`src/rtl/ibuf2ddr.sv`:
```
// ibuf2ddr: drains one PE index buffer into packed DDR words over valid/ready.
// Entries are read in address order, optionally half-swapped, and packed
// IDX_BATCH per word. The final partial word is zero-filled.
// Optional feature macro: IBUF2DDR_LAST_EN adds o_ddr_last, which flags the final word.
module ibuf2ddr #(
  parameter int IDX_W     = 16,
  parameter int DDR_W     = 512,
  parameter int IDX_DEPTH = 256,
  parameter int ADDR_W    = $clog2(IDX_DEPTH),
  parameter int PE_NUM    = 32,
  parameter int SEL_W     = $clog2(PE_NUM)
) (
  input  logic                      clk,
  input  logic                      rst,
  input  logic                      i_start,
  output logic                      o_done,
  input  logic [3:0]                i_conf_mode,
  input  logic [7:0]                i_conf_idx_num,
  input  logic [SEL_W-1:0]          i_conf_pe_sel,
  output logic                      o_idx_rd_en,
  output logic [ADDR_W-1:0]         o_idx_rd_addr,
  input  logic [PE_NUM*IDX_W*2-1:0] i_idx_rd_data,
  output logic [DDR_W-1:0]          o_ddr_data,
  output logic                      o_ddr_valid,
`ifdef IBUF2DDR_LAST_EN
  output logic                      o_ddr_last,
`endif
  input  logic                      i_ddr_ready
);

  localparam int ENT_W     = 2 * IDX_W;
  localparam int IDX_BATCH = DDR_W / IDX_W / 2;
  localparam int LANE_W    = (IDX_BATCH > 1) ? $clog2(IDX_BATCH) : 1;
  localparam int CNT_W     = $clog2(IDX_BATCH + 2);

  typedef enum logic [1:0] {S_IDLE, S_READ, S_DRAIN} state_t;

  state_t              r_state, w_state_next;
  logic [7:0]          r_n;
  logic [3:0]          r_mode;
  logic [SEL_W-1:0]    r_sel;
  logic [8:0]          r_rd_cnt;
  logic [LANE_W-1:0]   r_lane;
  logic                r_rd_en;
  logic [ADDR_W-1:0]   r_rd_addr;
  logic [LANE_W-1:0]   r_iss_lane;
  logic                r_iss_last;
  logic                r_cap_vld;
  logic [LANE_W-1:0]   r_cap_lane;
  logic                r_cap_last;
  logic [DDR_W-1:0]    r_pack;
  logic [CNT_W-1:0]    r_pack_cnt;
  logic                r_pack_final;
  logic [DDR_W-1:0]    r_out_data;
  logic                r_out_valid;
  logic                r_out_final;
  logic                r_done;

  logic [ENT_W-1:0]    w_pe_data;
  logic [ENT_W-1:0]    w_entry;
  logic [DDR_W-1:0]    w_pack_data;
  logic [CNT_W-1:0]    w_pack_cnt;
  logic [CNT_W-1:0]    w_pack_keep;
  logic                w_pack_final;
  logic                w_pack_done;
  logic                w_accept;
  logic                w_move;
  logic                w_issue;
  logic                w_start_go;
  logic                w_unused_mode;

  assign w_unused_mode = ^{i_conf_mode[3], i_conf_mode[0], r_mode[3], r_mode[0]};

  // Read data for the selected PE, halves swapped when the layer mode asks for it.
  assign w_pe_data = i_idx_rd_data[r_sel*ENT_W +: ENT_W];
  assign w_entry   = (r_mode[2:1] == 2'b01) ? {w_pe_data[IDX_W-1:0], w_pe_data[ENT_W-1:IDX_W]}
                                            : w_pe_data;

  // Pack contents including the entry arriving this cycle, lane by lane.
  generate
    for (genvar gi = 0; gi < IDX_BATCH; gi++) begin : g_lane
      assign w_pack_data[gi*ENT_W +: ENT_W] =
        (r_cap_vld && (r_cap_lane == LANE_W'(gi))) ? w_entry : r_pack[gi*ENT_W +: ENT_W];
    end
  endgenerate

  assign w_pack_cnt   = r_pack_cnt + CNT_W'(r_cap_vld);
  assign w_pack_final = r_pack_final | (r_cap_vld & r_cap_last);
  assign w_pack_done  = (w_pack_cnt == CNT_W'(IDX_BATCH)) | w_pack_final;
  assign w_accept     = r_out_valid & i_ddr_ready;
  assign w_move       = w_pack_done & (~r_out_valid | i_ddr_ready);
  assign w_pack_keep  = w_move ? '0 : w_pack_cnt;
  assign w_start_go   = i_start & (i_conf_idx_num != 8'd0);

  // Next state and read issue; a read is issued only if the pack has a free lane
  // once every read already in flight has landed.
  always_comb begin
    w_state_next = r_state;
    w_issue      = 1'b0;
    if (i_start) begin
      if (i_conf_idx_num == 8'd0)      w_state_next = S_IDLE;
      else if (i_conf_idx_num == 8'd1) w_state_next = S_DRAIN;
      else                             w_state_next = S_READ;
    end else begin
      case (r_state)
        S_READ: begin
          if ((w_pack_keep + CNT_W'(r_rd_en)) < CNT_W'(IDX_BATCH)) begin
            w_issue = 1'b1;
            if ((r_rd_cnt + 9'd1) == {1'b0, r_n}) w_state_next = S_DRAIN;
          end
        end
        S_DRAIN: begin
          if (w_accept && r_out_final) w_state_next = S_IDLE;
        end
        default: w_state_next = r_state;
      endcase
    end
  end

  // State register.
  always_ff @(posedge clk) begin
    if (rst) r_state <= S_IDLE;
    else     r_state <= w_state_next;
  end

  // Read pipeline, pack register and output register.
  always_ff @(posedge clk) begin
    if (rst) begin
      r_n <= '0; r_mode <= '0; r_sel <= '0;
      r_rd_cnt <= '0; r_lane <= '0; r_rd_en <= 1'b0; r_rd_addr <= '0;
      r_iss_lane <= '0; r_iss_last <= 1'b0;
      r_cap_vld <= 1'b0; r_cap_lane <= '0; r_cap_last <= 1'b0;
      r_pack <= '0; r_pack_cnt <= '0; r_pack_final <= 1'b0;
      r_out_data <= '0; r_out_valid <= 1'b0; r_out_final <= 1'b0;
      r_done <= 1'b1;
    end else if (i_start) begin
      // Fresh (or aborting) start: drop everything in flight and issue address 0.
      r_n <= i_conf_idx_num; r_mode <= i_conf_mode; r_sel <= i_conf_pe_sel;
      r_rd_en <= w_start_go; r_rd_addr <= '0;
      r_rd_cnt <= w_start_go ? 9'd1 : 9'd0;
      r_lane <= LANE_W'(1 % IDX_BATCH);
      r_iss_lane <= '0; r_iss_last <= (i_conf_idx_num == 8'd1);
      r_cap_vld <= 1'b0; r_cap_lane <= '0; r_cap_last <= 1'b0;
      r_pack <= '0; r_pack_cnt <= '0; r_pack_final <= 1'b0;
      r_out_valid <= 1'b0; r_out_final <= 1'b0;
      r_done <= ~w_start_go;
    end else begin
      r_rd_en    <= w_issue;
      r_cap_vld  <= r_rd_en;
      r_cap_lane <= r_iss_lane;
      r_cap_last <= r_iss_last;
      if (w_issue) begin
        r_rd_addr  <= ADDR_W'(r_rd_cnt);
        r_rd_cnt   <= r_rd_cnt + 9'd1;
        r_lane     <= (r_lane == LANE_W'(IDX_BATCH - 1)) ? '0 : r_lane + LANE_W'(1);
        r_iss_lane <= r_lane;
        r_iss_last <= ((r_rd_cnt + 9'd1) == {1'b0, r_n});
      end
      if (w_move) begin
        r_pack <= '0; r_pack_cnt <= '0; r_pack_final <= 1'b0;
        r_out_data <= w_pack_data; r_out_valid <= 1'b1; r_out_final <= w_pack_final;
      end else begin
        r_pack <= w_pack_data; r_pack_cnt <= w_pack_cnt; r_pack_final <= w_pack_final;
        if (w_accept) begin
          r_out_valid <= 1'b0; r_out_final <= 1'b0;
        end
      end
      r_done <= (w_state_next == S_IDLE);
    end
  end

  assign o_done        = r_done;
  assign o_idx_rd_en   = r_rd_en;
  assign o_idx_rd_addr = r_rd_addr;
  assign o_ddr_data    = r_out_data;
  assign o_ddr_valid   = r_out_valid;
`ifdef IBUF2DDR_LAST_EN
  assign o_ddr_last    = r_out_final;
`endif

endmodule

```
`config.mk`:
```
export PLATFORM = sky130hd
export DESIGN_NAME = ibuf2ddr
export DESIGN_NICKNAME = d
export VERILOG_FILES = /design/src/rtl/ibuf2ddr.sv
export SDC_FILE = /design/constraint.sdc
export NUM_CORES = 2
export LEC_CHECK = 0
export CAP_MARGIN = 40
export CORE_AREA = 2 2 610 612
export CTS_CLUSTER_SIZE = 30
export DETAILED_ROUTE_END_ITERATION = 10
export DIE_AREA = 0 0 612 614
export SYNTH_ARGS = -nofsm -noshare
export SYNTH_HDL_FRONTEND = slang
export SYNTH_SLANG_ARGS = --single-unit
```
`constraint.sdc`:
```
create_clock -name clk -period 4.86 [get_ports clk]
set_input_delay 0.972 -clock clk [delete_from_list [all_inputs] [get_ports clk]]
set_output_delay 0.972 -clock clk [all_outputs]
set_load 0.01 [all_outputs]
```
==> flow_summary_export.csv <==
group,metric,value,unit
pwr,p_per_area,306,mW/mm^2
synthesis,yosysUniqueCellTypes,52,
finish,final_cell_count_no_fill,12086,
worst_setup_path,worst-path-max-fanout,21,
worst_setup_path,crit_chain,"buf_12 > buf_4 > mux4_2 > mux4_2 > mux2_4 > mux2i_4 > buf_4 > a21oi_1",
synthesis,avgSynthCellArea,9.40,um^2
route,via_per_inst,4.70,
worst_setup_path,critical_path_arrival,4.65,ns
synthesis,synth_area_leaders,"dfxtp_1 42%, mux4_2 14%, a21oi_1 10%",
finish,fin_util,21.3,%
synthesis,synth.most_common_cell,"dfxtp_1",
global_route,antenna_found_initial,258,
floorplanning,dieHeight,614,um
synthesis,ys_ff_latch,1083,
route,wire_per_inst,35.8,um
worst_setup_path,crit_type,"register to register",
sta,slew_headroom,2.64,%
finish,nets,7818,
synthesis,synth-seq-area-share,41.6,%
placed_design,place_inst,11614,
floorplanning,io-pin-count,1568,
clocking,post_cts_resized,0,
clocking,cts_setup_buffers,0,
route,drc,0,
route,first_pass_iters,6,
sta,setup_tns,0,ns
worst_setup_path,critPathMaxStageDelay,0.71,ns
synthesis,yosys_warnings,0,
clocking,cts_tree,"built",
synthesis,syn_nets,6598,
placed_design,placed_area,0.0740,mm^2
sta,hold_ws,0.444,ns
finish,regArea,0.0217,mm^2
synthesis,synth_flop_cell,"dfxtp_1",
worst_setup_path,reg2reg_from,"r_sel[1]$_SDFFE_PP0P_",
worst_hold_path,hold_path_class,"register to register",
worst_setup_path,worstSetupStartpointType,"register",
pwr,leakagePower,25.2,nW
synthesis,synthCells,5547,
route,drt_iter0_drc,8804,
global_route,grt_pass1_vias,51310,
clocking,clk_pin_slew_worst_paths,0.06,ns
clocking,clkLatencyLatePin,0.85,ns
global_route,track_usage,21.9,%
route,vias,56861,
synthesis,netlist.area_leader.share,41.6,%
pwr,ir_worst_vdd,0.285,mV
worst_setup_path,end_kind,"register",
global_route,grt_max_degree,210,
worst_setup_path,required,5.50,ns
sta,finalHoldViolCount,0,
floorplanning,num_rows,224,
finish,fin_area,0.0788,mm^2
clocking,cts_made_buffers,123,
clocking,cts_root_buf,"clkbuf_16",
synthesis,syn-cell-area,0.0522,mm^2
placed_design,numPortBuffers,1565,
route,finalWirelength,433,mm
synthesis,synth_top_area_cell,"dfxtp_1",
global_route,gr-total-overflow,0,
placed_design,hpwl,333,mm
sta,setup_viol,0,
sta,fmaxAchievable,249,MHz
placed_design,gp_congestion,1.15,
sta,tightest_slew,1.46,ns
worst_setup_path,slowest_stage,"mux4_2",
worst_hold_path,min-delay-start,"r_iss_last$_SDFFE_PP0P_",
status,status,"completed",
finish,multiInputGateArea,0.0278,mm^2
sta,fin_crit,4.01,ns
sta,final_max_slew_viol_count,0,
sta,clock_skew,0.0802,ns
synthesis,async_reset_ff_share,0,%
clocking,htree_levels,3,
finish,fillCellCount,40310,
worst_setup_path,crit_start,"r_sel[1]$_SDFFE_PP0P_",
clocking,hold_buffers,0,
synthesis,synth_common_cells,"1,083 x dfxtp_1, 1,044 x a21oi_1, 550 x nand2_1, 536 x nand3_1, 519 x o21ai_0",
global_route,grt_pass1_wl,540,mm
clocking,cts.sinks,1083,
run,max-cap-violations,0,
finish,syn_to_final_growth,51.1,%
clocking,clk_path_buf_depth,4,
sta,period_share,82.6,%
finish,drive_gt1_share,13.0,%
floorplanning,fp.coreArea,0.370,mm^2
floorplanning,start_util,14.1,%
floorplanning,dieArea,0.376,mm^2
floorplanning,die_w,612,um
sta,grt_setup_unrepaired,"false",
route,antenna_left,0,
synthesis,synth_edf_count,0,
[per-layer routing]
layer / global-route usage (%) / part of all wire [%] / vias up / wire [um]
met3: 6.96 / 10 / 997 / 44700
met5: 0.594 / 0.16 / - / 709
li1: - / - / 23710 / -
met4: 15.9 / 7.9 / 84 / 34100
met2: 36.8 / 49 / 4171 / 211000
met1: 23.0 / 33 / 27899 / 143000
[final cells by class]
cell class                 count  area share, %
tap                         4972           7.89
timing repair buffer        1802           23.2
inverter                       4         0.0190
antenna                      252          0.800
clock inverter                33          0.548
multi-input combinational   3753           35.3
clock buffer                 187           4.73
sequential                  1083           27.5
[path summary, 6_finish.rpt]
kind,to,slack [ns],depth (start not counted)
max,r_pack[466]$_SDFF_PP0_,0.85,8
min,r_cap_last$_SDFF_PP0_,0.44,2
max reg2reg,r_pack[466]$_SDFF_PP0_,0.85,8
min reg2reg,r_cap_last$_SDFF_PP0_,0.44,2
[through the flow]
step	total power [mW]	setup slack, ns
finish	24.1	0.846
global route	24.6	0.666
CTS	24.2	0.750
detailed placement	14.6	0.473
global placement	14.5	0.497
floorplan	10.9	1.98
[registers in the layout (all words and copies together) (netlist names), 2 cells and up]
name,count
o_idx_rd_addr,8
r_cap_lane,4
r_n,8
r_iss_lane,4
r_rd_cnt,9
r_lane,4
r_pack_cnt,5
r_sel,5
r_state,2
o_ddr_data,512
r_mode,2
r_pack,512
[cells in the final DEF (no fill, tap or decap), types with 54 or more instances in the layout]
master / count
a21oi_1: 1043
clkbuf_16: 125
diode_2: 252
buf_4: 172
nand3_1: 533
o21ai_0: 519
dfxtp_1: 1078
a221o_1: 513
mux4_2: 320
buf_12: 54
nand2_1: 544
clkdlybuf4s50_1: 1563
[where the power goes]
group	leakage [nW]	total (mW)	internal [mW]	switching, mW
clock	2.05	9.74	5.70	4.05
combinational	14.4	5.40	1.76	3.64
sequential	8.73	8.94	8.89	0.0455
total	25.2	24.1	16.4	7.73
[critical path: cells and delay by family (launching register included)]
| family | cells | cell delay, ns |
|---|---|---|
| buffers and inverters | 3 | 1.12 |
| muxes | 4 | 1.89 |
| DFF | 1 | 0.60 |
| AOI/OAI and AO/OA | 1 | 0.12 |
[kinds of logic (layout without fill, tap and decap cells)]
family | after synthesis | after routing | share of synthesized area [%]
AO/OA/AOI/OAI | 2098 | 2098 | 25.2
XOR/XNOR | 24 | 24 | 0.403
adder cells (fa/ha/maj) | 6 | 6 | 0.144
buffers and inverters | 711 | 2026 | 5.84
flip-flops | 1083 | 1083 | 41.6
multiplexers | 401 | 401 | 16.4
other | 0 | 252 | 0
AND/OR/NAND/NOR | 1224 | 1224 | 10.4
(Power assumes the default switching activity.)
